**config.mk**
```make
export PLATFORM = sky130hd
export DESIGN_NAME = hit_event_handler
export DESIGN_NICKNAME = d
export VERILOG_FILES = /design/src/rtl/hit_event_handler.sv
export SDC_FILE = /design/constraint.sdc
export NUM_CORES = 1
export LEC_CHECK = 0
export ABC_AREA = 1
export BUFFER_PORTS_ARGS = -buffer_cell sky130_fd_sc_hd__buf_2
export CORE_ASPECT_RATIO = 1.75
export CORE_MARGIN = 5
export CORE_UTILIZATION = 50
export DETAILED_ROUTE_END_ITERATION = 10
export PLACE_DENSITY_LB_ADDON = 0.15
export SYNTH_ARGS = -nofsm -noshare
export SYNTH_HDL_FRONTEND = slang
export SYNTH_SLANG_ARGS = --single-unit
```
**constraint.sdc**
```tcl
create_clock -name clk -period 1.4 [get_ports clk]
set_input_delay 0.14 -clock clk [delete_from_list [all_inputs] [get_ports clk]]
set_output_delay 0.14 -clock clk [all_outputs]
set_load 0.02 [all_outputs]
```
**src/rtl/hit_event_handler.sv**
```systemverilog
// hit_event_handler: turns collision hit pulses into lives, cooldown and game over.
// Ports: clk, resetN (async low), startOfFrame, hitPulse, restart in;
//        lives, lifeLostPulse, inCooldown, blinkHide, gameOver, ignoredHits out.
module hit_event_handler #(
    parameter int LIVES_INIT      = 3,
    parameter int LIVES_W         = 3,
    parameter int COOLDOWN_FRAMES = 45,
    parameter int BLINK_PERIOD    = 4,
    parameter int CNT_W           = 8
) (
    input  logic               clk,
    input  logic               resetN,
    input  logic               startOfFrame,
    input  logic               hitPulse,
    input  logic               restart,
    output logic [LIVES_W-1:0] lives,
    output logic               lifeLostPulse,
    output logic               inCooldown,
    output logic               blinkHide,
    output logic               gameOver,
    output logic [CNT_W-1:0]   ignoredHits
);

    typedef enum logic [1:0] {
        PLAY     = 2'd0,
        COOLDOWN = 2'd1,
        OVER     = 2'd2
    } state_t;

    localparam logic [LIVES_W-1:0] LIVES_RST = LIVES_W'(LIVES_INIT);
    localparam logic [CNT_W-1:0]   CD_LOAD   = CNT_W'(COOLDOWN_FRAMES);
    localparam logic [CNT_W-1:0]   BLINK_TOP = CNT_W'(BLINK_PERIOD - 1);
    localparam logic [CNT_W-1:0]   CNT_MAX   = '1;
    localparam logic [CNT_W-1:0]   CNT_ONE   = CNT_W'(1);
    localparam logic [LIVES_W-1:0] LIVES_ONE = LIVES_W'(1);

    state_t             state;
    state_t             state_nxt;
    logic [LIVES_W-1:0] lives_nxt;
    logic [CNT_W-1:0]   frame_cnt;
    logic [CNT_W-1:0]   frame_nxt;
    logic [CNT_W-1:0]   blink_cnt;
    logic [CNT_W-1:0]   blink_nxt;
    logic               hide_nxt;
    logic               pulse_nxt;
    logic [CNT_W-1:0]   ign_nxt;

    always_ff @(posedge clk or negedge resetN) begin
        if (!resetN) begin
            state         <= PLAY;
            lives         <= LIVES_RST;
            frame_cnt     <= '0;
            blink_cnt     <= '0;
            blinkHide     <= 1'b0;
            lifeLostPulse <= 1'b0;
            ignoredHits   <= '0;
        end else begin
            state         <= state_nxt;
            lives         <= lives_nxt;
            frame_cnt     <= frame_nxt;
            blink_cnt     <= blink_nxt;
            blinkHide     <= hide_nxt;
            lifeLostPulse <= pulse_nxt;
            ignoredHits   <= ign_nxt;
        end
    end

    always_comb begin
        state_nxt = state;
        lives_nxt = lives;
        frame_nxt = frame_cnt;
        blink_nxt = blink_cnt;
        hide_nxt  = blinkHide;
        pulse_nxt = 1'b0;
        ign_nxt   = ignoredHits;
        if (restart) begin
            state_nxt = PLAY;
            lives_nxt = LIVES_RST;
            frame_nxt = '0;
            blink_nxt = '0;
            hide_nxt  = 1'b0;
            ign_nxt   = '0;
        end else begin
            unique case (state)
                PLAY: begin
                    if (hitPulse) begin
                        pulse_nxt = 1'b1;
                        // lives==0 cannot occur in PLAY; <=1 keeps underflow impossible
                        if (lives <= LIVES_ONE) begin
                            state_nxt = OVER;
                            lives_nxt = '0;
                            hide_nxt  = 1'b0;
                        end else begin
                            state_nxt = COOLDOWN;
                            lives_nxt = lives - LIVES_ONE;
                            frame_nxt = CD_LOAD;
                            blink_nxt = '0;
                            hide_nxt  = 1'b1;
                        end
                    end
                end
                COOLDOWN: begin
                    if (hitPulse && ignoredHits != CNT_MAX) begin
                        ign_nxt = ignoredHits + CNT_ONE;
                    end
                    if (startOfFrame) begin
                        frame_nxt = frame_cnt - CNT_ONE;
                        if (frame_cnt == CNT_ONE) begin
                            state_nxt = PLAY;
                            hide_nxt  = 1'b0;
                            blink_nxt = '0;
                        end else if (blink_cnt == BLINK_TOP) begin
                            blink_nxt = '0;
                            hide_nxt  = ~blinkHide;
                        end else begin
                            blink_nxt = blink_cnt + CNT_ONE;
                        end
                    end
                end
                OVER: begin
                    lives_nxt = '0;
                    hide_nxt  = 1'b0;
                end
                default: begin
                    state_nxt = PLAY;
                end
            endcase
        end
    end

    assign inCooldown = (state == COOLDOWN);
    assign gameOver   = (state == OVER);

endmodule

```
Word-level counts from Yosys, hierarchy flattened
Cells that the tools add are included.
- register bits after elaboration: 31
- bits of input ports: 5
- output and inout port bits: 15
- logic and storage cells: 71
- add/subtract/negate cells: 4
- order comparisons: 1
- equal/unequal tests: 11
- mux-type cells: 35
- bitwise gates (word level): 1
- reductions and logical operators: 12
- operators by type and width (operator ; number):
    two-way mux 8 bit ; 13
    one-hot mux 8 bit (2 select lines) ; 2
    adder 8 x 1 -> 8 bit, second input constant ; 2
    AND reduction 4 bit ; 3
    two-way mux 2 bit ; 5
    two-way mux 1 bit ; 9
    two-way mux 3 bit ; 3
    inequality test 3 bit, second input constant ; 3
    equality test 8 x 1 -> 1 bit, second input constant ; 1
    equality test 8 x 2 -> 1 bit, second input constant ; 1
    inequality test 8 bit, second input constant ; 1
    subtractor 8 x 1 -> 8 bit, second input constant ; 1
    one-hot mux 2 bit (3 select lines) ; 1
    one-hot mux 3 bit (2 select lines) ; 1
    nonzero test 3 bit ; 2
    inequality test 4 x 2 -> 1 bit, second input constant ; 1
    AND reduction 2 bit ; 2
    nonzero test 2 bit ; 2
    nonzero test 4 bit ; 1
    less-or-equal comparator 3 x 1 -> 1 bit, second input constant ; 1
    inequality test 3 x 2 -> 1 bit, second input constant ; 1
    one-hot mux 1 bit (3 select lines) ; 1
    subtractor 3 x 1 -> 3 bit, second input constant ; 1
    equality test 2 x 1 -> 1 bit, second input constant ; 1
    5 further kinds ; 5

Logic depth before layout (Yosys ltp)
Gate-level depths: netlist of the first run.
- word-level depth: 6
- mapped depth: 11
- mapped depth without buffers: 11

Least setup slack after synthesis of the first run
No wires, ideal clock.
- kind: register to register
- start: register state[1]
- end: register ignoredHits[5]
- library setup time: 0.126 ns
- data arrival time: 1.518 ns
- required time: 1.274 ns
- setup slack: -0.244 ns
- stages on the path, launching flop included: 10
- path buffers: 2
- period minus slack after synthesis: 1.644 ns
- cells stage by stage: dfrtp_1 inv_1 ha_1 buf_4 nand2_1 nor2_1 nor2_2 buf_2 nand2_1 o21ai_0
- word-level cells in the longest chain between the ends: 3
- RTL lines (item ; RTL line ; RTL):
    start: declaration ; 37 ; state_t state;
    start signal: assignment ; 58 ; state <= state_nxt;
    equality test 2 x 1 -> 1 bit ; -- ;
    via inCooldown ; 18 ; output logic inCooldown,
    nonzero test 2 bit (no source line) ; -- ;
    AND reduction 2 bit (no source line) ; -- ;
    end signal: assignment ; 64 ; ignoredHits <= ign_nxt;
    end: declaration ; 21 ; output logic [CNT_W-1:0] ignoredHits
The timed path passes the listed nets, and every way through them passes these cells.
A chain may end at the register's enable or synchronous reset.

Final worst setup path of the first run
- start: register lives[1]
- end: register blink_cnt[5]
- word-level cells in the longest chain between the ends: 3
- RTL lines (item ; RTL line ; RTL):
    start: declaration ; 16 ; output logic [LIVES_W-1:0] lives,
    start signal: assignment ; 59 ; lives <= lives_nxt;
    less-or-equal comparator 3 x 1 -> 1 bit ; 89 ; if (lives <= LIVES_ONE) begin
    inequality test 3 bit (no source line) ; -- ;
    AND reduction 4 bit (no source line) ; -- ;
    end signal: assignment ; 61 ; blink_cnt <= blink_nxt;
    end: declaration ; 42 ; logic [CNT_W-1:0] blink_cnt;
No other way between the ends.

==> results.json, run 1 <==
{
  "status": "complete, but fails checks",
  "violations": "setup timing",
  "drive_gt1_share_pct": 40.2,
  "drtIter0Drc": 49,
  "synthTopCellsByArea": "dfrtp_1, nand2_1, inv_1",
  "synth_warnings": 0,
  "cts_max_level": 2,
  "overflow": 0,
  "fin_ws_ns": -0.102,
  "setup_viol": 23,
  "grt_pass1_vias": 2002,
  "syn_area_mm2": 0.00211,
  "period_share_pct": 107,
  "placed_area_mm2": 0.00250,
  "drv_cap": 0,
  "rsz0062_at_grt": "true",
  "clk_root_buffer_cell": "clkbuf_8",
  "endpoint_kind": "register",
  "dieArea_mm2": 0.00568,
  "vias": 2049,
  "port_buffers": 19,
  "clock-sinks": 31,
  "drtPass1Iterations": 4,
  "clkPwrFrac_pct": 13.6,
  "grt_usage_pct": 20.0,
  "slew_headroom_pct": 79.9,
  "ys_types": 31,
  "clockBufferDepth": 2,
  "path_max_fanout": 14,
  "p_sw_mw": 2.24,
  "layout.nets": 359,
  "die_w_um": 59.1,
  "synth_top_area_share_pct": 34.3,
  "p_int_mw": 2.79,
  "fin_skew_ns": 0.00774,
  "syn_nets": 301,
  "synth-seq-cells": 31,
  "wire_per_inst_um": 13.0,
  "r2r-start": "lives[1]$_DFFE_PN1P_",
  "async_flop_share_pct": 100,
  "ys_seq_area_share_pct": 36.8,
  "hold_class": "input pin to register",
  "worstMarginPinSlew_ns": 0.302,
  "yosys-top-cells-count": "nand2_1, inv_1, dfrtp_1",
  "clkLatencyLatePin_ns": 0.28,
  "hold_viol": 0,
  "synth_edf_count": 0,
  "cts_buffers": 5,
  "area_delta_synth_final_pct": 38.1,
  "pwr-share-seq_pct": 25.1,
  "yosysMostFrequentCell": "nand2_1",
  "path_class": "register to register",
  "grt_pass1_wl_mm": 8.65,
  "final_antenna_net_count": 0,
  "crit_arrival_ns": 1.68,
  "regArea_um2": 781,
  "initial_utilization_pct": 51.4,
  "rows": 31,
  "fillCellCount": 343,
  "routed_wl_mm": 5.14,
  "dpl.hpwl_mm": 3.70,
  "p_per_area_mw_per_mm2": 1720,
  "final_area_mm2": 0.00292,
  "synth_ff_type": "dfrtp_1",
  "critPathLaunchType": "register",
  "leakagePower_nw": 1.48,
  "path_clk_slew_ns": 0.07,
  "vdd.ir_drop.worst_mv": 1.09,
  "fp.dieH_um": 96,
  "p_comb_share_pct": 61.3,
  "slew_viol_final": 0,
  "crit_required_ns": 1.58,
  "remaining_drc_errors": 0,
  "crit_end": "blink_cnt[5]$_DFFE_PN0P_",
  "gp_congestion": 0.898,
  "antenna_found_initial": 0,
  "n_antenna_cell": 0,
  "min_period_ns": 1.50,
  "rrSetupSlack_ns": -0.10,
  "holdCritStartpoint": "hitPulse",
  "rr_worst_depth": 9,
  "avgViaCountPerCell": 5.19,
  "rr_endpoint": "blink_cnt[5]$_DFFE_PN0P_",
  "fmax_mhz": 666,
  "io_pins": 20,
  "core_mm2": 0.00411,
  "yosysTopAreaCell": "dfrtp_1",
  "grt_max_degree": 32,
  "synth.avg_cell_area_um2": 7.36,
  "p_sw_share_pct": 44.5,
  "cts_tree": "yes",
  "synthCells": 287,
  "multi_input_area_mm2": 0.00136,
  "final_core_util_pct": 71.0,
  "cp-startpoint": "lives[1]$_DFFE_PN1P_"
}
## flip-flops by register name (all words and copies together), names as in the netlist
name,flops
blink_cnt,8
state,2
lives,3
ignoredHits,8
lifeLostPulse,1
blinkHide,1
frame_cnt,8
## power groups by stage
stage | registers (mW) | clock network (mW) | logic (mW)
6_report | 1.26 | 0.685 | 3.09
5_1_grt | 1.29 | 0.749 | 3.38
4_1_cts | 1.25 | 0.706 | 2.76
3_5_place_dp | 1.26 | 0 | 2.45
3_3_place_gp | 1.26 | 0 | 2.42
2_1_floorplan | 1.35 | 0 | 1.64
## worst min-delay path by stage
stage          slack, ns                       to  depth (start not counted)
2_1_floorplan      -0.16    blinkHide$_DFFE_PN0P_                          0
3_3_place_gp        0.11     lives[2]$_DFFE_PN0P_                          2
3_5_place_dp        0.11     lives[2]$_DFFE_PN0P_                          2
4_1_cts             0.16  lifeLostPulse$_DFF_PN0_                          3
5_1_grt             0.19  lifeLostPulse$_DFF_PN0_                          3
6_report            0.19  lifeLostPulse$_DFF_PN0_                          3
## what timing repair did
item / CTS / global route
buffers inserted: 6 / 1
gates resized for setup: 17 / 58
endpoints found under the setup margin: 23 / 31
pin swaps: 3 / 12
hold buffers: 1 / 0
hold endpoints to repair: 29 / 0
gates cloned: 0 / 1
## layout by cell type, fill, tap and decap left out, types with 2 or more instances in the layout
cell type and count:
inv_2 3, nand3_1 25, nand3_2 7, inv_1 33, dfrtp_1 27, nand4_1 3, buf_2 18, clkbuf_8 5
nor2_1 25, nor2_2 3, nand2_1 65, clkbuf_1 2, ha_2 2, buf_12 2, nand3b_1 2, dfrtp_2 2
o21ai_2 12, a21oi_1 6, a22oi_1 2, buf_6 8, ha_1 2, ha_4 5, a21oi_2 3, o21ai_0 7
nand2_4 9, nand3_4 2, o21ai_1 4, nand2_2 13, dfstp_2 2, nor2_4 5, buf_4 27
## metrics by stage
stage | TNS (ns) | instances | power (mW) | hold slack (ns) | setup WS [ns]
floorplan | -2.14 | 287 | 2.99 | -0.156 | -0.148
global placement | -1.43 | 379 | 3.68 | 0.110 | -0.111
detailed placement | -2.71 | 379 | 3.72 | 0.111 | -0.183
CTS | -1.28 | 394 | 4.72 | 0.164 | -0.0927
global route | -3.02 | 395 | 5.41 | 0.189 | -0.161
finish | -1.49 | 395 | 5.03 | 0.190 | -0.102
## routing by layer
metal / global-route usage [%] / vias to the layer above / routed length, um
met2: 36.5 / 26 / 2940
met5: 0 / - / 0
met3: 3.22 / 11 / 136
li1: - / 1031 / -
met4: 10.0 / 0 / 136
met1: 21.4 / 981 / 1930
## kinds of logic after synthesis
logic type	synth area share [%]
AND/OR/NAND/NOR	37.0
buffers and inverters	10.5
flip-flops	36.8
adder cells (fa/ha/maj)	5.33
XOR/XNOR	0.415
AO/OA/AOI/OAI	9.89
## critical path, cell delays in order, from the launching register on
cell and delay (ns):
dfstp_2 0.54, inv_2 0.05, ha_4 0.15, o21bai_4 0.18, nand3_4 0.13, nand2_8 0.10
clkinv_8 0.10, nand2_1 0.06, nand2_1 0.05, inv_1 0.04
## cell type report
type,count,area share [%]
clock buffer,7,2.61
clock inverter,1,0.171
inverter,40,5.96
multi-input combinational,210,46.7
sequential,31,26.7
tap,49,2.10
timing repair buffer,57,15.7
Power figures use the tool's default switching activity.
==> run 2, diff against run 1 <==
--- a/config.mk
+++ b/config.mk
@@ -11,7 +11,9 @@
 export CORE_MARGIN = 5
 export CORE_UTILIZATION = 50
 export DETAILED_ROUTE_END_ITERATION = 10
+export GPL_TIMING_DRIVEN = 0
 export PLACE_DENSITY_LB_ADDON = 0.15
+export SLEW_MARGIN = 20
 export SYNTH_ARGS = -nofsm -noshare
 export SYNTH_HDL_FRONTEND = slang
 export SYNTH_SLANG_ARGS = --single-unit
==> constraint.sdc (replaced) <==
create_clock -name clk -period 1.4 [get_ports clk]
set_input_delay 0.14 -clock clk [delete_from_list [all_inputs] [get_ports clk]]
set_output_delay 0.14 -clock clk [all_outputs]
set_load 0.05 [all_outputs]
==> results.json, run 2 (same netlist as run 1, synthesis figures left out) <==
{
  "status": "complete, but fails checks",
  "violations": "setup timing",
  "fin_skew_ns": 0.00664,
  "gp_congestion": 0.886,
  "core_mm2": 0.00411,
  "grt_usage_pct": 22.0,
  "drv_cap": 0,
  "layout.nets": 349,
  "grt_pass1_wl_mm": 9.47,
  "final_core_util_pct": 70.4,
  "wire_per_inst_um": 14.5,
  "hold_viol": 0,
  "setup_viol": 30,
  "regArea_um2": 797,
  "rsz0062_at_grt": "true",
  "crit_required_ns": 1.63,
  "clk_root_buffer_cell": "clkbuf_8",
  "cp.buffers_inverters": 3,
  "final_antenna_net_count": 0,
  "rows": 31,
  "mostFrequentLayoutCell": "nand2_1",
  "multi_input_area_mm2": 0.00135,
  "final_area_mm2": 0.00289,
  "n_antenna_cell": 0,
  "antenna_found_initial": 0,
  "final_cells": 385,
  "grt.met1_usage_pct": 23.9,
  "crit_arrival_ns": 1.83,
  "clock-sinks": 31,
  "fillCellCount": 337,
  "fp.dieH_um": 96,
  "area_delta_synth_final_pct": 36.9,
  "slowest_delay_ns": 0.63,
  "dieArea_mm2": 0.00568,
  "fmax_mhz": 623,
  "tns_ns": -3.85,
  "worstMarginPinSlew_ns": 0.743,
  "min_period_ns": 1.60,
  "die_w_um": 59.1,
  "path_class": "register to register",
  "rrSetupSlack_ns": -0.20,
  "post-place-cells": 354,
  "routed_wl_mm": 5.59,
  "rr_worst_depth": 9,
  "initial_utilization_pct": 51.4,
  "top_usage_layer": "met2",
  "fin_ws_ns": -0.204,
  "grt_max_degree": 32,
  "cp_top_family": "flip-flops",
  "total_power_mw": 5.64,
  "cts_max_level": 2,
  "gr-usage-met3_pct": 3.22,
  "critPathSlowestCell": "dfstp_4",
  "dpl.hpwl_mm": 3.76,
  "period_share_pct": 115,
  "slew_viol_final": 0,
  "grt_util_met2_pct": 40.4,
  "clkLatencyLatePin_ns": 0.29,
  "io_pins": 20,
  "critPathLaunchType": "register",
  "path_clk_slew_ns": 0.07,
  "holdPathStages": 3,
  "drive_gt1_share_pct": 39.3,
  "cts_buffers": 5,
  "drtPass1Iterations": 4,
  "worstPathCellList": "inv_4 -> ha_4 -> o21bai_4 -> nand3_4 -> nand2_8 -> buf_4 -> o21bai_1 -> nand2_1 -> inv_1",
  "timing.hold.ws_ns": 0.195,
  "vias": 2039,
  "placed_area_mm2": 0.00239,
  "slew_headroom_pct": 50.5,
  "cp.depth": 9,
  "overflow": 0,
  "grt_pass1_vias": 2093,
  "path_max_fanout": 6,
  "leakagePower_nw": 1.37,
  "port_buffers": 18,
  "vdd.ir_drop.worst_mv": 1.14,
  "remaining_drc_errors": 0,
  "cts_tree": "yes",
  "drtIter0Drc": 69,
  "clockBufferDepth": 2,
  "reg.largest.list": "blink_cnt (8), frame_cnt (8), ignoredHits (8)",
  "pre_cts_ws_ns": -0.362,
  "endpoint_kind": "register",
  "final_cell_mix": "nand2_1, inv_1, nand3_1",
  "p_per_area_mw_per_mm2": 1950,
  "avgViaCountPerCell": 5.30,
  "hold_class": "input pin to register"
}
## run 2: power by group
| part | internal [mW] | switching (mW) | total, mW |
|---|---|---|---|
| Clock | 0.448 | 0.339 | 0.788 |
| Sequential | 1.13 | 0.192 | 1.32 |
| Combinational | 1.47 | 2.06 | 3.53 |
| Total | 3.04 | 2.59 | 5.64 |
## run 2: path summary, 6_finish.rpt
check	startpoint	endpoint
max in group asynchronous	resetN	ignoredHits[4]$_DFFE_PN0P_
setup / recovery	lives[1]$_DFFE_PN1P_	blink_cnt[2]$_DFFE_PN0P_
hold / removal	hitPulse	lifeLostPulse$_DFF_PN0_
min in group asynchronous	resetN	lifeLostPulse$_DFF_PN0_
setup reg to reg	lives[1]$_DFFE_PN1P_	blink_cnt[2]$_DFFE_PN0P_
hold reg to reg	blink_cnt[7]$_DFFE_PN0P_	blink_cnt[7]$_DFFE_PN0P_
## run 2: layout make-up
type | count | area share [%]
clock buffer | 8 | 3.46
sequential | 31 | 27.6
multi-input combinational | 210 | 46.7
buffer | 6 | 2.94
timing repair buffer | 41 | 11.4
tap | 49 | 2.12
inverter | 40 | 5.84
## run 2: what timing repair did
action	4_1_cts	5_1_grt
pin swaps	6	9
setup buffers	14	5
hold endpoints to repair	29	0
endpoints found under the setup margin	30	31
hold buffers	1	0
gates resized for setup	28	30
cloned	1	2
## run 2: worst min-delay path, cell delays in order
cell	delay [ns]
buf_2	0.13
inv_1	0.11
nor2_1	0.07
## run 2: layer usage
| metal | part of all wire, % | vias to the layer above |
|---|---|---|
| met2 | 56 | 53 |
| met1 | 37 | 960 |
| met3 | 3.5 | 19 |
| met5 | 0 | - |
| met4 | 3.0 | 0 |
| li1 | - | 1007 |
==> run 3, diff against run 2 <==
--- a/config.mk
+++ b/config.mk
@@ -13,6 +13,9 @@
 export DETAILED_ROUTE_END_ITERATION = 10
 export GPL_TIMING_DRIVEN = 0
 export PLACE_DENSITY_LB_ADDON = 0.15
+export REMOVE_ABC_BUFFERS = 1
+export SETUP_SLACK_MARGIN = 0.2
+export SKIP_CTS_REPAIR_TIMING = 1
 export SLEW_MARGIN = 20
 export SYNTH_ARGS = -nofsm -noshare
 export SYNTH_HDL_FRONTEND = slang
==> results.json, run 3 (same netlist as run 1, synthesis figures left out) <==
{
  "status": "complete, but fails checks",
  "violations": "setup timing",
  "drtPass1Iterations": 4,
  "final_antenna_net_count": 0,
  "setup_viol": 27,
  "path_max_fanout": 8,
  "fp.dieH_um": 96,
  "drive_gt1_share_pct": 29.6,
  "slowest_delay_ns": 0.55,
  "clockBufferDepth": 2,
  "slew_headroom_pct": 52.5,
  "path_class": "register to register",
  "leakagePower_nw": 1.31,
  "post-place-cells": 349,
  "r2r-start": "lives[1]$_DFFE_PN1P_",
  "avgViaCountPerCell": 5.13,
  "p_per_area_mw_per_mm2": 1890,
  "rrSetupSlack_ns": -0.18,
  "rsz0062_at_grt": "true",
  "reg.largest.list": "blink_cnt (8), frame_cnt (8), ignoredHits (8)",
  "cp.buffers_inverters": 3,
  "cts_tree": "yes",
  "remaining_drc_errors": 0,
  "clkLatencyLatePin_ns": 0.29,
  "die_w_um": 59.1,
  "cts_max_level": 2,
  "grt_usage_pct": 17.8,
  "multi_input_area_mm2": 0.00126,
  "worstPathCellList": "inv_2 -> ha_4 -> o21bai_4 -> nand3_4 -> nand2_8 -> buf_12 -> clkinv_8 -> nand3_2 -> nand2_1",
  "final_cells": 380,
  "core_mm2": 0.00411,
  "antenna_found_initial": 0,
  "vdd.ir_drop.worst_mv": 1.09,
  "regArea_um2": 781,
  "period_share_pct": 113,
  "path_clk_slew_ns": 0.07,
  "hold_viol": 0,
  "fmax_mhz": 633,
  "worstMarginPinSlew_ns": 0.713,
  "grt_max_degree": 32,
  "layout.nets": 344,
  "critPathSlowestCell": "dfstp_2",
  "io_pins": 20,
  "routed_wl_mm": 5.06,
  "drv_cap": 0,
  "dieArea_mm2": 0.00568,
  "n_antenna_cell": 0,
  "fin_skew_ns": 0.00716,
  "drtIter0Drc": 85,
  "port_buffers": 19,
  "grt_pass1_vias": 1754,
  "rows": 31,
  "gp_congestion": 0.845,
  "initial_utilization_pct": 51.4,
  "vias": 1951,
  "overflow": 0,
  "fillCellCount": 381,
  "dpl.hpwl_mm": 3.34,
  "endpoint_kind": "register",
  "cp.depth": 9,
  "rr_worst_depth": 9,
  "hold_class": "input pin to register",
  "crit_arrival_ns": 1.81,
  "mostFrequentLayoutCell": "nand2_1",
  "grt_pass1_wl_mm": 7.72,
  "wire_per_inst_um": 13.3,
  "slew_viol_final": 0,
  "crit_end": "frame_cnt[4]$_DFFE_PN0P_",
  "cts_buffers": 5,
  "cp-startpoint": "lives[1]$_DFFE_PN1P_",
  "rr_endpoint": "frame_cnt[4]$_DFFE_PN0P_",
  "pre_cts_ws_ns": -0.487,
  "clock-sinks": 31,
  "crit_required_ns": 1.63,
  "final_cell_mix": "nand2_1, inv_1, dfrtp_1",
  "min_period_ns": 1.58,
  "total_power_mw": 5.02,
  "cp_top_family": "flip-flops",
  "timing.hold.ws_ns": 0.156,
  "area_delta_synth_final_pct": 25.9,
  "critPathLaunchType": "register",
  "fin_ws_ns": -0.179,
  "clk_root_buffer_cell": "clkbuf_8"
}
[run 3: cell count changes in the layout (fill, tap and decap cells not counted), sizes merged]
cell	change
clkinvlp	-1
nand2	+1
buf	-8
clkinv	+3
[run 3: cell type report]
| class | instances | share of cell area [%] |
|---|---|---|
| tap | 49 | 2.30 |
| sequential | 31 | 29.3 |
| clock buffer | 7 | 2.87 |
| clock inverter | 1 | 0.188 |
| multi-input combinational | 211 | 47.3 |
| inverter | 40 | 6.30 |
| timing repair buffer | 40 | 11.0 |
| timing repair inverter | 1 | 0.611 |
[run 3: where the power goes]
| part | internal [mW] | switching, mW | total [mW] |
|---|---|---|---|
| Sequential | 1.11 | 0.183 | 1.29 |
| Combinational | 1.16 | 1.87 | 3.02 |
| Clock | 0.349 | 0.350 | 0.699 |
| Total | 2.62 | 2.40 | 5.02 |
[run 3: tightest hold or removal path, cell delays in order]
cell    delay [ns]
buf_2         0.11
inv_1         0.10
nor2_1        0.06
[run 3: metal layers]
metal  share of wire [%]  global-route usage [%]  up-vias
met5                   0                       0        -
met4                 2.9                    8.13        0
met3                 4.3                    2.82       17
met2                  55                    33.1       41
met1                  38                    19.0      894
li1                    -                       -      999
[run 3: through the flow]
stage               cell area (um^2)  util [%]  TNS [ns]
floorplan                       2050         -    -12.40
global placement                2210      53.7    -10.53
detailed placement              2210      53.7    -10.93
CTS                             2290      55.7    -12.13
global route                    2660      64.7     -4.62
finish                          2660      64.7     -2.58
[run 3: worst min path at each step]
stage / slack (ns) / cells past startpoint / start / end
after global placement: 0.24 / 1 / resetN / ignoredHits[3]$_DFFE_PN0P_
after CTS: -0.07 / 1 / resetN / ignoredHits[3]$_DFFE_PN0P_
final: 0.16 / 3 / hitPulse / lifeLostPulse$_DFF_PN0_
after floorplan: -0.16 / 0 / resetN / blinkHide$_DFFE_PN0P_
after global routing: 0.17 / 3 / hitPulse / lifeLostPulse$_DFF_PN0_
after detailed placement: 0.24 / 1 / resetN / ignoredHits[3]$_DFFE_PN0P_
